==> src/rtl/dac_if.sv <==
`default_nettype none
// ============================================================================
// Module   : dac_if
// Purpose  : Write-request and SPI pin bundle for the serial DAC controller.
// Revision : 1.0  initial release
// ============================================================================
interface dac_if ();
   logic        dac_write;
   logic [3:0]  dac_cmd;
   logic [3:0]  dac_addr;
   logic [15:0] dac_data;
   logic        dac_ldac_en;
   logic        dac_status_clear;
   logic        dac_busy;
   logic        dac_done;
   logic        dac_overflow;
   logic        dac_csn;
   logic        dac_sck;
   logic        dac_sdi;
   logic        dac_ldacn;

   modport master (
      output dac_write, dac_cmd, dac_addr, dac_data, dac_ldac_en, dac_status_clear,
      input  dac_busy, dac_done, dac_overflow, dac_csn, dac_sck, dac_sdi, dac_ldacn
   );

   modport slave (
      input  dac_write, dac_cmd, dac_addr, dac_data, dac_ldac_en, dac_status_clear,
      output dac_busy, dac_done, dac_overflow, dac_csn, dac_sck, dac_sdi, dac_ldacn
   );
endinterface
`default_nettype wire

==> src/rtl/dac_control.sv <==
`default_nettype none
// ============================================================================
// Module   : dac_control
// Purpose  : Shifts 24-bit DAC command words MSB-first to an SPI DAC, with an
//            optional LDACn pulse and a one-entry pending request buffer.
// Revision : 1.0  initial release
// ============================================================================
module dac_control #(
   parameter int SCK_DIV    = 2,
   parameter int CS_SETUP   = 2,
   parameter int LDAC_WIDTH = 4
) (
   input  logic  clk,
   input  logic  rst,
   dac_if.slave  bus
);
   localparam int c_max_wait = (SCK_DIV > CS_SETUP)
                             ? ((SCK_DIV  > LDAC_WIDTH) ? SCK_DIV  : LDAC_WIDTH)
                             : ((CS_SETUP > LDAC_WIDTH) ? CS_SETUP : LDAC_WIDTH);
   localparam int c_cnt_w = $clog2(c_max_wait + 1);
   localparam logic [c_cnt_w-1:0] c_sck_load   = c_cnt_w'(SCK_DIV - 1);
   localparam logic [c_cnt_w-1:0] c_setup_load = c_cnt_w'(CS_SETUP - 1);
   localparam logic [c_cnt_w-1:0] c_ldac_load  = c_cnt_w'(LDAC_WIDTH - 1);

   typedef enum logic [2:0] {
      ST_IDLE  = 3'd0,
      ST_SETUP = 3'd1,
      ST_HIGH  = 3'd2,
      ST_LOW   = 3'd3,
      ST_HOLD  = 3'd4,
      ST_LDAC  = 3'd5,
      ST_DONE  = 3'd6
   } state_t;

   state_t               r_state;
   logic [c_cnt_w-1:0]   r_cnt;
   logic [22:0]          r_shift;
   logic [4:0]           r_bit;
   logic                 r_ldac_en;
   logic                 r_pend_valid;
   logic [23:0]          r_pend_frame;
   logic                 r_pend_ldac;
   logic                 r_csn;
   logic                 r_sck;
   logic                 r_sdi;
   logic                 r_ldacn;
   logic                 r_done;
   logic                 r_overflow;

   logic [23:0] w_frame_in;
   logic        w_idle;
   logic        w_store;
   logic        w_drop;
   logic        w_cnt_zero;

   assign w_frame_in = {bus.dac_cmd, bus.dac_addr, bus.dac_data};
   assign w_idle     = (r_state == ST_IDLE);
   assign w_store    = bus.dac_write & ~r_pend_valid & ~w_idle;
   assign w_drop     = bus.dac_write &  r_pend_valid & ~w_idle;
   assign w_cnt_zero = (r_cnt == '0);

   always_ff @(posedge clk) begin
      if (rst) begin
         r_state      <= ST_IDLE;
         r_cnt        <= '0;
         r_shift      <= '0;
         r_bit        <= '0;
         r_ldac_en    <= 1'b0;
         r_pend_valid <= 1'b0;
         r_pend_frame <= '0;
         r_pend_ldac  <= 1'b0;
         r_csn        <= 1'b1;
         r_sck        <= 1'b0;
         r_sdi        <= 1'b0;
         r_ldacn      <= 1'b1;
         r_done       <= 1'b0;
         r_overflow   <= 1'b0;
      end else begin
         r_done <= 1'b0;
         // A drop in the same cycle as a clear leaves the flag set
         if (w_drop)
            r_overflow <= 1'b1;
         else if (bus.dac_status_clear)
            r_overflow <= 1'b0;

         if (w_store) begin
            r_pend_valid <= 1'b1;
            r_pend_frame <= w_frame_in;
            r_pend_ldac  <= bus.dac_ldac_en;
         end

         case (r_state)
            ST_IDLE: begin
               if (r_pend_valid || bus.dac_write) begin
                  // Pending entry goes first; a simultaneous request refills it
                  if (r_pend_valid) begin
                     r_shift      <= r_pend_frame[22:0];
                     r_sdi        <= r_pend_frame[23];
                     r_ldac_en    <= r_pend_ldac;
                     r_pend_valid <= bus.dac_write;
                     if (bus.dac_write) begin
                        r_pend_frame <= w_frame_in;
                        r_pend_ldac  <= bus.dac_ldac_en;
                     end
                  end else begin
                     r_shift   <= w_frame_in[22:0];
                     r_sdi     <= w_frame_in[23];
                     r_ldac_en <= bus.dac_ldac_en;
                  end
                  r_csn   <= 1'b0;
                  r_bit   <= 5'd23;
                  r_cnt   <= c_setup_load;
                  r_state <= ST_SETUP;
               end
            end
            ST_SETUP: begin
               if (w_cnt_zero) begin
                  r_sck   <= 1'b1;
                  r_cnt   <= c_sck_load;
                  r_state <= ST_HIGH;
               end else begin
                  r_cnt <= r_cnt - 1'b1;
               end
            end
            ST_HIGH: begin
               if (w_cnt_zero) begin
                  r_sck <= 1'b0;
                  r_cnt <= c_sck_load;
                  if (r_bit == 5'd0) begin
                     r_state <= ST_HOLD;
                  end else begin
                     r_bit   <= r_bit - 1'b1;
                     r_sdi   <= r_shift[22];
                     r_shift <= {r_shift[21:0], 1'b0};
                     r_state <= ST_LOW;
                  end
               end else begin
                  r_cnt <= r_cnt - 1'b1;
               end
            end
            ST_LOW: begin
               if (w_cnt_zero) begin
                  r_sck   <= 1'b1;
                  r_cnt   <= c_sck_load;
                  r_state <= ST_HIGH;
               end else begin
                  r_cnt <= r_cnt - 1'b1;
               end
            end
            ST_HOLD: begin
               if (w_cnt_zero) begin
                  r_csn <= 1'b1;
                  if (r_ldac_en) begin
                     r_ldacn <= 1'b0;
                     r_cnt   <= c_ldac_load;
                     r_state <= ST_LDAC;
                  end else begin
                     r_done  <= 1'b1;
                     r_state <= ST_DONE;
                  end
               end else begin
                  r_cnt <= r_cnt - 1'b1;
               end
            end
            ST_LDAC: begin
               if (w_cnt_zero) begin
                  r_ldacn <= 1'b1;
                  r_done  <= 1'b1;
                  r_state <= ST_DONE;
               end else begin
                  r_cnt <= r_cnt - 1'b1;
               end
            end
            ST_DONE: r_state <= ST_IDLE;
            default: r_state <= ST_IDLE;
         endcase
      end
   end

   assign bus.dac_busy     = ~w_idle | r_pend_valid;
   assign bus.dac_done     = r_done;
   assign bus.dac_overflow = r_overflow;
   assign bus.dac_csn      = r_csn;
   assign bus.dac_sck      = r_sck;
   assign bus.dac_sdi      = r_sdi;
   assign bus.dac_ldacn    = r_ldacn;
endmodule
`default_nettype wire

==> src/flat_wrapper.sv <==
// flat-port wrapper written by rule: the top's interface ports become plain ports
module dac_control_flat 
#(
   parameter int SCK_DIV    = 2,
   parameter int CS_SETUP   = 2,
   parameter int LDAC_WIDTH = 4
)
  (clk, rst, bus_dac_write, bus_dac_cmd, bus_dac_addr, bus_dac_data, bus_dac_ldac_en, bus_dac_status_clear, bus_dac_busy, bus_dac_done, bus_dac_overflow, bus_dac_csn, bus_dac_sck, bus_dac_sdi, bus_dac_ldacn);
  dac_if bus_i ();
  input  logic clk;
  input  logic rst;
  input wire logic [$bits(bus_i.dac_write)-1:0] bus_dac_write;
  input wire logic [$bits(bus_i.dac_cmd)-1:0] bus_dac_cmd;
  input wire logic [$bits(bus_i.dac_addr)-1:0] bus_dac_addr;
  input wire logic [$bits(bus_i.dac_data)-1:0] bus_dac_data;
  input wire logic [$bits(bus_i.dac_ldac_en)-1:0] bus_dac_ldac_en;
  input wire logic [$bits(bus_i.dac_status_clear)-1:0] bus_dac_status_clear;
  output wire logic [$bits(bus_i.dac_busy)-1:0] bus_dac_busy;
  output wire logic [$bits(bus_i.dac_done)-1:0] bus_dac_done;
  output wire logic [$bits(bus_i.dac_overflow)-1:0] bus_dac_overflow;
  output wire logic [$bits(bus_i.dac_csn)-1:0] bus_dac_csn;
  output wire logic [$bits(bus_i.dac_sck)-1:0] bus_dac_sck;
  output wire logic [$bits(bus_i.dac_sdi)-1:0] bus_dac_sdi;
  output wire logic [$bits(bus_i.dac_ldacn)-1:0] bus_dac_ldacn;
  assign bus_i.dac_write = bus_dac_write;
  assign bus_i.dac_cmd = bus_dac_cmd;
  assign bus_i.dac_addr = bus_dac_addr;
  assign bus_i.dac_data = bus_dac_data;
  assign bus_i.dac_ldac_en = bus_dac_ldac_en;
  assign bus_i.dac_status_clear = bus_dac_status_clear;
  assign bus_dac_busy = bus_i.dac_busy;
  assign bus_dac_done = bus_i.dac_done;
  assign bus_dac_overflow = bus_i.dac_overflow;
  assign bus_dac_csn = bus_i.dac_csn;
  assign bus_dac_sck = bus_i.dac_sck;
  assign bus_dac_sdi = bus_i.dac_sdi;
  assign bus_dac_ldacn = bus_i.dac_ldacn;
  dac_control #(.SCK_DIV(SCK_DIV), .CS_SETUP(CS_SETUP), .LDAC_WIDTH(LDAC_WIDTH)) u_core (.clk(clk), .rst(rst), .bus(bus_i));
endmodule
==> config.mk <==
export PLATFORM = sky130hd
export DESIGN_NAME = dac_control_flat
export DESIGN_NICKNAME = d
export VERILOG_FILES = /design/src/rtl/dac_if.sv /design/src/rtl/dac_control.sv /design/src/flat_wrapper.sv
export SDC_FILE = /design/constraint.sdc
export NUM_CORES = 1
export LEC_CHECK = 0
export CAP_MARGIN = 40
export CORE_AREA = 2 2 78 80
export CTS_CLUSTER_SIZE = 14
export DETAILED_ROUTE_END_ITERATION = 16
export DIE_AREA = 0 0 80 82
export GPL_TIMING_DRIVEN = 0
export PLACE_DENSITY = 0.79
export SYNTH_ARGS = -nofsm -noshare
export SYNTH_HDL_FRONTEND = slang
export SYNTH_SLANG_ARGS = --single-unit
==> constraint.sdc <==
create_clock -name clk -period 3.5 [get_ports clk]
set_input_delay 0.35 -clock clk [delete_from_list [all_inputs] [get_ports clk]]
set_output_delay 0.35 -clock clk [all_outputs]
set_load 0.01 [all_outputs]
==> impl_metrics.env, run 1 <==
export IMPL_post_dp_hpwl_mm=5.31
export IMPL_slowest_stage="clkdlybuf4s50_1"
export IMPL_viasPerCell=5.80
export IMPL_dr_total_vias=2969
export IMPL_detail_route_iter0_violations=178
export IMPL_clock_sinks=67
export IMPL_ys_flop_type="dfxtp_1"
export IMPL_clock_latency_ns=0.34
export IMPL_setup_viol=0
export IMPL_period_share=0.672
export IMPL_cap_violations=0
export IMPL_yosysSeqAreaShare=0.399
export IMPL_initial_utilization=0.585
export IMPL_path_cells="buf_2 -> buf_2 -> nand2b_1 -> clkdlybuf4s50_1"
export IMPL_grt_max_degree=12
export IMPL_yosys_area_top_type_share=0.399
export IMPL_diodes=0
export IMPL_synth_seq_cells=67
export IMPL_hold_violations=0
export IMPL_synth_avg_cell_area_um2=8.70
export IMPL_netlist_top_cells_count="nand2_1, dfxtp_1, a21oi_1, nand3_1, mux2i_1"
export IMPL_holdWs_ns=0.443
export IMPL_fillers=478
export IMPL_ys_types=46
export IMPL_p_leak_nw=1.46
export IMPL_path_buf_inv=3
export IMPL_cts_hold_buf=0
export IMPL_finClkSkew_ns=0.0108
export IMPL_layout_setup_ws_ns=1.15
export IMPL_cts_htree_levels=3
export IMPL_min_period_ns=2.35
export IMPL_status="complete, no violations"
export IMPL_cts_setup_buffers=0
export IMPL_die_y_um=82
export IMPL_die_area_um2=6560
export IMPL_worst_slew_margin_rel=0.528
export IMPL_grt_pass1_wl_mm=12.7
export IMPL_dp_cells=496
export IMPL_min_path_type="register to register"
export IMPL_synthMostInstantiatedCell="nand2_1"
export IMPL_yosys_top_cells_area="dfxtp_1, nand2_1, mux2i_1"
export IMPL_p_per_area_nw_per_um2=848
export IMPL_cts_root_buffer="clkbuf_8"
export IMPL_route_detailed_wl_per_inst_um=15.2
export IMPL_cp_arrival_ns=2.00
export IMPL_rsz0062_at_grt="false"
export IMPL_finalSetupTns_ns=0
export IMPL_synth_warnings=0
export IMPL_end_kind="output pin"
export IMPL_synth_nets=418
export IMPL_cts_made_buffers=9
export IMPL_port_buffers=35
export IMPL_syn_to_final_growth_pct=19.3
export IMPL_num_nets_final=464
export IMPL_drive_gt1_frac=0.174
export IMPL_drtAntennaViolNets=0
export IMPL_drv_slew=0
export IMPL_drcViolationCount=0
export IMPL_tritoncts="yes"
export IMPL_clkSlewWorstSetupHoldPaths_ns=0.07
export IMPL_critPathMostFrequentCell="buf_2"
export IMPL_ctsResizeCount=0
export IMPL_final_cells=512
export IMPL_synthCells=386
export IMPL_worst_path_stages=4
export IMPL_synth_edff_count=0
export IMPL_fp_dieW_um=80
export IMPL_row_count=28
export IMPL_synth_area_um2=3360
export IMPL_synthArstFlopShare=0
export IMPL_crit_type="register to output pin"
export IMPL_yosysTopAreaCell="dfxtp_1"
export IMPL_required_ns=3.15
export IMPL_routed_wl_mm=7.78
export IMPL_clock_fmax_mhz=425
export IMPL_critPathLaunchType="register"
export IMPL_core_um2=5750
export IMPL_irDropWorstVdd_mv=0.449
export IMPL_r2r_cells=6
export IMPL_critical_path_max_stage_delay_ns=0.53
export IMPL_firstDrtPassIters=5
export IMPL_tightestPinTransition_ns=0.708
export IMPL_grt_usage=0.249
export IMPL_pin_count=36
export IMPL_critPathMaxFanout=10
export IMPL_grt_pass1_vias=2726
export IMPL_crit_family="buffers and inverters"
export IMPL_routabilityCongestion=0.814
export IMPL_antenna_found_initial=0
export IMPL_whs_path_depth=1
export IMPL_grt_overflow_total=0
export IMPL_cts_buffer_depth=2
export IMPL_place_ws_ns=1.32
[power by group]
part | switching [W] | total [W] | internal (W)
clock network | 0.000298 | 0.000665 | 0.000367
registers | 0.000153 | 0.00115 | 0.000994
logic | 0.000948 | 0.00159 | 0.000639
total | 0.00140 | 0.00340 | 0.00200
[state kept, by name, indices dropped and copies added, names as in the netlist, 3 cells and up]
| register | flops |
|---|---|
| u_core.r_shift | 23 |
| u_core.r_pend_frame | 24 |
| u_core.r_state | 3 |
| u_core.r_cnt | 3 |
| u_core.r_bit | 5 |
[cell families (layout without fill, tap and decap cells)]
kind of cell | count (synthesis) | count (layout) | share of synthesized area
xor gates and xnor gates | 1 | 1 | 0.00261
buffers and inverters | 40 | 91 | 0.0596
DFF | 67 | 67 | 0.399
adders and majority gates | 3 | 3 | 0.0112
AOI/OAI and AO/OA | 106 | 106 | 0.253
muxes | 27 | 27 | 0.0812
and+or+nand+nor | 142 | 142 | 0.193
[final cells by class]
class | instances | area [um^2] | area share
multi-input combinational | 279 | 1820 | 0.454
sequential | 67 | 1340 | 0.335
timing repair buffer | 35 | 350 | 0.0874
buffer | 31 | 166 | 0.0415
clock buffer | 12 | 155 | 0.0387
tap | 75 | 93.8 | 0.0234
clock inverter | 4 | 48.8 | 0.0122
inverter | 9 | 33.8 | 0.00843
[layer usage]
layer / GRT usage / share of wire / up-vias
met4: 0.125 / 0.024 / 0
met1: 0.334 / 0.47 / 1408
li1: - / - / 1453
met3: 0.0516 / 0.050 / 20
met2: 0.382 / 0.46 / 88
met5: 0 / 0 / -
[worst paths after layout]
path | start | end | slack (ns)
setup / recovery | u_core.r_pend_valid$_SDFF_PP0_ | bus_dac_busy | 1.15
hold / removal | u_core.r_cnt[0]$_SDFFE_PP0P_ | u_core.r_cnt[0]$_SDFFE_PP0P_ | 0.44
setup reg to reg | u_core.r_state[0]$_SDFFE_PP0P_ | u_core.r_pend_frame[22]$_SDFF_PP0_ | 1.43
hold reg to reg | u_core.r_cnt[0]$_SDFFE_PP0P_ | u_core.r_cnt[0]$_SDFFE_PP0P_ | 0.44
[cell usage in the layout (no fill, tap or decap), types with 6 or more instances in the layout]
| master | count |
|---|---|
| a21oi_1 | 36 |
| a21oi_2 | 19 |
| buf_2 | 11 |
| clkbuf_1 | 17 |
| clkbuf_8 | 11 |
| clkdlybuf4s50_1 | 35 |
| dfxtp_1 | 67 |
| inv_1 | 9 |
| mux2i_1 | 25 |
| nand2_1 | 76 |
| nand3_1 | 27 |
| nor2_1 | 17 |
| o211ai_2 | 20 |
| o21ai_0 | 6 |
[per-stage QoR]
stage	cell area (um^2)	total power (W)	utilization
after floorplan	3360	0.00235	-
after global placement	3800	0.00268	0.662
after detailed placement	3800	0.00273	0.662
after CTS	4010	0.00340	0.698
after global routing	4010	0.00363	0.698
final	4010	0.00340	0.698
Power figures use the tool's default switching activity.
==> run 2: changes to the inputs <==
- CORE_AREA: 2 2 78 80 -> 2 2 81 83
- DIE_AREA: 0 0 80 82 -> 0 0 83 85
- PLACE_DENSITY: 0.79 -> 0.73
- clock period: 3.5 -> 2.3 ns (I/O delays scaled with it)
==> run 2 against run 1 <==
Worst hold slack better by 0.0030 ns; clock power up 48%; setup slack worse by 1.0 ns; first-iteration DRC count down 26%; core utilization down 5.2 points; critical endpoint unchanged; highest routed layer unchanged.
==> impl_metrics.env, run 2 (same netlist as run 1, synthesis figures left out) <==
export IMPL_die_area_um2=7060
export IMPL_firstDrtPassIters=4
export IMPL_r2r_cells=6
export IMPL_irDropWorstVdd_mv=0.692
export IMPL_p_sw_w=0.00210
export IMPL_die_y_um=85
export IMPL_post_dp_hpwl_mm=5.26
export IMPL_num_nets_final=464
export IMPL_grt_max_degree=12
export IMPL_final_cells=514
export IMPL_cap_violations=0
export IMPL_grt_overflow_total=0
export IMPL_p_per_area_nw_per_um2=1280
export IMPL_whs_endpoint="u_core.r_cnt[0]$_SDFFE_PP0P_"
export IMPL_core_um2=6200
export IMPL_combinationalPowerShare=0.467
export IMPL_grt_pass1_vias=2844
export IMPL_tightestPinTransition_ns=0.682
export IMPL_power_frac_seq=0.340
export IMPL_hold_violations=0
export IMPL_routabilityCongestion=0.805
export IMPL_r2r_end="u_core.r_pend_frame[6]$_SDFF_PP0_"
export IMPL_cts_hold_buf=0
export IMPL_p_leak_nw=1.45
export IMPL_rrSetupSlack_ns=0.27
export IMPL_fillers=528
export IMPL_hp_start="u_core.r_cnt[0]$_SDFFE_PP0P_"
export IMPL_gr_usage_met1=0.289
export IMPL_clock_sinks=67
export IMPL_grt_util_met2=0.358
export IMPL_clock_latency_ns=0.35
export IMPL_p_int_w=0.00301
export IMPL_rr_startpoint="u_core.r_state[0]$_SDFFE_PP0P_"
export IMPL_mostFrequentLayoutCell="nand2_1"
export IMPL_drtAntennaViolNets=0
export IMPL_crit_type="register to output pin"
export IMPL_cp_arrival_ns=1.94
export IMPL_final_cell_mix="nand2_1, dfxtp_1, a21oi_1"
export IMPL_busiest_layer="met2"
export IMPL_critical_path_max_stage_delay_ns=0.53
export IMPL_min_path_type="register to register"
export IMPL_path_cells="clkbuf_4 -> clkbuf_4 -> nand2b_1 -> clkdlybuf4s50_1"
export IMPL_route_detailed_wl_per_inst_um=14.7
export IMPL_initial_utilization=0.541
export IMPL_finClkSkew_ns=0.00521
export IMPL_finalSetupTns_ns=0
export IMPL_status="complete, no violations"
export IMPL_largest_register="u_core.r_pend_frame"
export IMPL_clock_fmax_mhz=460
export IMPL_drcViolationCount=0
export IMPL_holdWs_ns=0.446
export IMPL_cts_buffer_depth=2
export IMPL_finalCoreUtilization=0.645
export IMPL_required_ns=2.07
export IMPL_antenna_found_initial=0
export IMPL_cts_made_buffers=9
export IMPL_slowest_stage="clkdlybuf4s50_1"
export IMPL_row_count=29
export IMPL_p_sw_frac=0.411
export IMPL_min_period_ns=2.17
export IMPL_tritoncts="yes"
export IMPL_worst_slew_margin_rel=0.539
export IMPL_use_met3=0.0496
export IMPL_fp_dieW_um=83
export IMPL_clkSlewWorstSetupHoldPaths_ns=0.07
export IMPL_grt_usage=0.224
export IMPL_grt_pass1_wl_mm=12.9
export IMPL_critPathMostFrequentCell="clkbuf_4"
export IMPL_period_share=0.945
export IMPL_reg_largest_list="u_core.r_pend_frame (24), u_core.r_shift (23), u_core.r_bit (5)"
export IMPL_whs_path_depth=1
export IMPL_drv_slew=0
export IMPL_pin_count=36
export IMPL_setup_viol=0
export IMPL_drive_gt1_frac=0.174
export IMPL_largest_reg_flops=24
export IMPL_power_share_clock=0.192
export IMPL_port_buffers=35
export IMPL_detail_route_iter0_violations=131
export IMPL_end_kind="output pin"
export IMPL_dp_cells=498
export IMPL_critPathLaunchType="register"
export IMPL_total_power_w=0.00512
export IMPL_diodes=0
export IMPL_critPathMaxFanout=10
export IMPL_cts_htree_levels=3
export IMPL_routed_wl_mm=7.57
export IMPL_cts_root_buffer="clkbuf_8"
export IMPL_syn_to_final_growth_pct=19.2
export IMPL_rsz0062_at_grt="false"
export IMPL_dr_total_vias=2928
export IMPL_viasPerCell=5.70
## run 2: metal layers
metal,vias to the layer above,part of all wire
met5,-,0
met4,0,0.011
met3,9,0.039
met2,59,0.47
met1,1406,0.48
li1,1454,-
## run 2: worst max path at each step
stage	startpoint	to	slack (ns)
floorplan	u_core.r_state[2]$_SDFFE_PP0P_	u_core.r_shift[10]$_SDFFE_PP0P_	0.68
finish	u_core.r_pend_valid$_SDFF_PP0_	bus_dac_busy	0.13
CTS	u_core.r_pend_valid$_SDFF_PP0_	bus_dac_busy	0.007
global placement	rst	u_core.r_shift[16]$_SDFFE_PP0P_	0.29
global route	u_core.r_pend_valid$_SDFF_PP0_	bus_dac_busy	0.02
detailed placement	u_core.r_state[0]$_SDFFE_PP0P_	u_core.r_pend_frame[20]$_SDFF_PP0_	0.29
## run 2: critical path: cells and delay by family (launching register included)
kind                   cells  cell delay [ns]
buffers and inverters      3             1.07
DFF                        1             0.38
and+or+nand+nor            1             0.14
## run 2: power by group through the flow
| stage | Clock [W] | Combinational, W | Sequential (W) |
|---|---|---|---|
| 6_report | 0.000983 | 0.00239 | 0.00174 |
| 5_1_grt | 0.00104 | 0.00263 | 0.00179 |
| 4_1_cts | 0.000988 | 0.00241 | 0.00174 |
| 3_5_place_dp | 0 | 0.00239 | 0.00176 |
| 3_3_place_gp | 0 | 0.00234 | 0.00175 |
| 2_1_floorplan | 0 | 0.00185 | 0.00172 |
## run 2: final cells by class
class,instances,area [um^2],area share
multi-input combinational,279,1820,0.454
sequential,67,1340,0.335
timing repair buffer,35,350,0.0875
buffer,31,171,0.0428
clock buffer,11,141,0.0353
tap,77,96.3,0.0241
clock inverter,5,52.6,0.0131
inverter,9,33.8,0.00843
## run 2: repair_timing
| action | CTS | global route |
|---|---|---|
| endpoints found under the setup margin | 0 | 1 |
| setup buffers | 0 | 0 |
| gates resized for setup | 0 | 2 |
## run 2: metrics by stage
step	setup WS (ns)	cell area [um^2]
final	0.126	4010
after global routing	0.0210	4010
after CTS	0.00656	4000
after detailed placement	0.287	3810
after global placement	0.293	3810
after floorplan	0.677	3360
==> run 3: changes to the inputs <==
- CORE_AREA: 2 2 81 83 -> 2 2 82 84
- DIE_AREA: 0 0 83 85 -> 0 0 84 86
- PLACE_DENSITY: 0.73 -> 0.72
==> run 3 against run 2 <==
Flip-flop and latch count did not move; setup slack improved by 0.023 ns; first-iteration DRC count rose by 8.4%; register-to-register slack got worse by 0.04 ns; wire length fell by 0.25%; clock-buffer cell count did not move; largest power group unchanged.
==> impl_metrics.env, run 3 (same netlist as run 1, synthesis figures left out) <==
export IMPL_mostFrequentLayoutCell="nand2_1"
export IMPL_grt_pass1_wl_mm=13.1
export IMPL_drtAntennaViolNets=0
export IMPL_viasPerCell=5.64
export IMPL_antenna_found_initial=0
export IMPL_required_ns=2.07
export IMPL_row_count=29
export IMPL_crit_path_start="u_core.r_pend_valid$_SDFF_PP0_"
export IMPL_irDropWorstVdd_mv=0.581
export IMPL_rr_startpoint="u_core.r_state[0]$_SDFFE_PP0P_"
export IMPL_status="complete, no violations"
export IMPL_rsz0062_at_grt="false"
export IMPL_route_detailed_wl_per_inst_um=14.7
export IMPL_grt_usage=0.225
export IMPL_p_per_area_nw_per_um2=1260
export IMPL_grt_pass1_vias=2827
export IMPL_slowest_stage="clkdlybuf4s50_1"
export IMPL_diodes=0
export IMPL_critPathLaunchType="register"
export IMPL_cts_htree_levels=3
export IMPL_min_path_type="register to register"
export IMPL_num_nets_final=464
export IMPL_reg_largest_list="u_core.r_pend_frame (24), u_core.r_shift (23), u_core.r_bit (5)"
export IMPL_grt_max_degree=12
export IMPL_critPathMaxFanout=10
export IMPL_largest_register="u_core.r_pend_frame"
export IMPL_pin_count=36
export IMPL_port_buffers=35
export IMPL_clkSlewWorstSetupHoldPaths_ns=0.07
export IMPL_critPathMostFrequentCell="clkbuf_4"
export IMPL_cts_hold_buf=0
export IMPL_detail_route_iter0_violations=142
export IMPL_tightestPinTransition_ns=0.741
export IMPL_post_dp_hpwl_mm=5.28
export IMPL_period_share=0.935
export IMPL_routabilityCongestion=0.823
export IMPL_dr_total_vias=2901
export IMPL_tritoncts="yes"
export IMPL_firstDrtPassIters=4
export IMPL_clock_latency_ns=0.35
export IMPL_hold_violations=0
export IMPL_cp_arrival_ns=1.92
export IMPL_worst_slew_margin_rel=0.499
export IMPL_die_y_um=86
export IMPL_crit_type="register to output pin"
export IMPL_fp_dieW_um=84
export IMPL_clock_sinks=67
export IMPL_drcViolationCount=0
export IMPL_min_period_ns=2.15
export IMPL_cts_root_buffer="clkbuf_8"
export IMPL_routed_wl_mm=7.55
export IMPL_grt_overflow_total=0
export IMPL_clock_fmax_mhz=465
export IMPL_die_area_um2=7220
export IMPL_cts_made_buffers=9
export IMPL_cts_buffer_depth=2
export IMPL_finalSetupTns_ns=0
export IMPL_syn_to_final_growth_pct=18.8
export IMPL_hp_start="u_core.r_cnt[0]$_SDFFE_PP0P_"
export IMPL_drv_slew=0
export IMPL_core_um2=6280
export IMPL_setup_viol=0
export IMPL_holdWs_ns=0.436
export IMPL_path_cells="clkbuf_4 -> clkbuf_4 -> nand2b_1 -> clkdlybuf4s50_1"
export IMPL_drive_gt1_frac=0.176
export IMPL_critical_path_max_stage_delay_ns=0.53
export IMPL_initial_utilization=0.535
export IMPL_p_leak_nw=1.44
export IMPL_largest_reg_flops=24
export IMPL_final_cell_mix="nand2_1, dfxtp_1, a21oi_1"
export IMPL_rrSetupSlack_ns=0.23
export IMPL_end_kind="output pin"
export IMPL_cap_violations=0
export IMPL_finClkSkew_ns=0.00678
run 3: changes by cell type in the layout (fill, tap and decap cells not counted), sizes merged:
| cell | change |
|---|---|
| bufinv | -1 |
| clkinv | +1 |
run 3: timing repair:
action | CTS | global route
buffers inserted | 0 | 0
resized for setup | 0 | 2
setup endpoints to repair | 0 | 1
run 3: final cells by class:
class                      instances  area [um^2]
inverter                           9         33.8
buffer                            31          171
clock buffer                      11          151
clock inverter                     5         27.5
fill                             551         2290
multi-input combinational        279         1820
tap                               77         96.3
timing repair buffer              35          350
sequential                        67         1340
run 3: worst max-delay path, delay by kind of cell (launching register included):
family / cells / cell delay (ns)
buffers and inverters: 3 / 1.06
DFF: 1 / 0.37
and+or+nand+nor: 1 / 0.14
run 3: metrics by stage:
stage | util | worst slack, ns | area (um^2) | total power (W) | cells
floorplan | - | 0.677 | 3360 | 0.00357 | 386
finish | 0.636 | 0.149 | 3990 | 0.00503 | 514
global placement | 0.606 | 0.254 | 3810 | 0.00407 | 498
detailed placement | 0.606 | 0.243 | 3810 | 0.00414 | 498
CTS | 0.635 | 0.0260 | 3990 | 0.00505 | 514
global route | 0.636 | 0.0668 | 3990 | 0.00539 | 514
run 3: worst paths after layout:
kind / endpoint / depth (start not counted)
min reg2reg: u_core.r_cnt[0]$_SDFFE_PP0P_ / 1
max reg2reg: u_core.r_pend_frame[17]$_SDFF_PP0_ / 6
max: bus_dac_busy / 4
min: u_core.r_cnt[0]$_SDFFE_PP0P_ / 1
run 3: power by group:
| part | internal [W] | switching (W) |
|---|---|---|
| Sequential | 0.00151 | 0.000226 |
| Clock | 0.000443 | 0.000467 |
| Combinational | 0.000975 | 0.00141 |
| Total | 0.00293 | 0.00210 |
run 3: per-layer routing:
layer	wire, um	vias to the layer above	GRT usage	part of all wire
li1	-	1455	-	-
met1	3650	1377	0.296	0.48
met2	3460	61	0.356	0.46
met3	316	8	0.0395	0.042
met4	129	0	0.113	0.017
met5	0	-	0	0
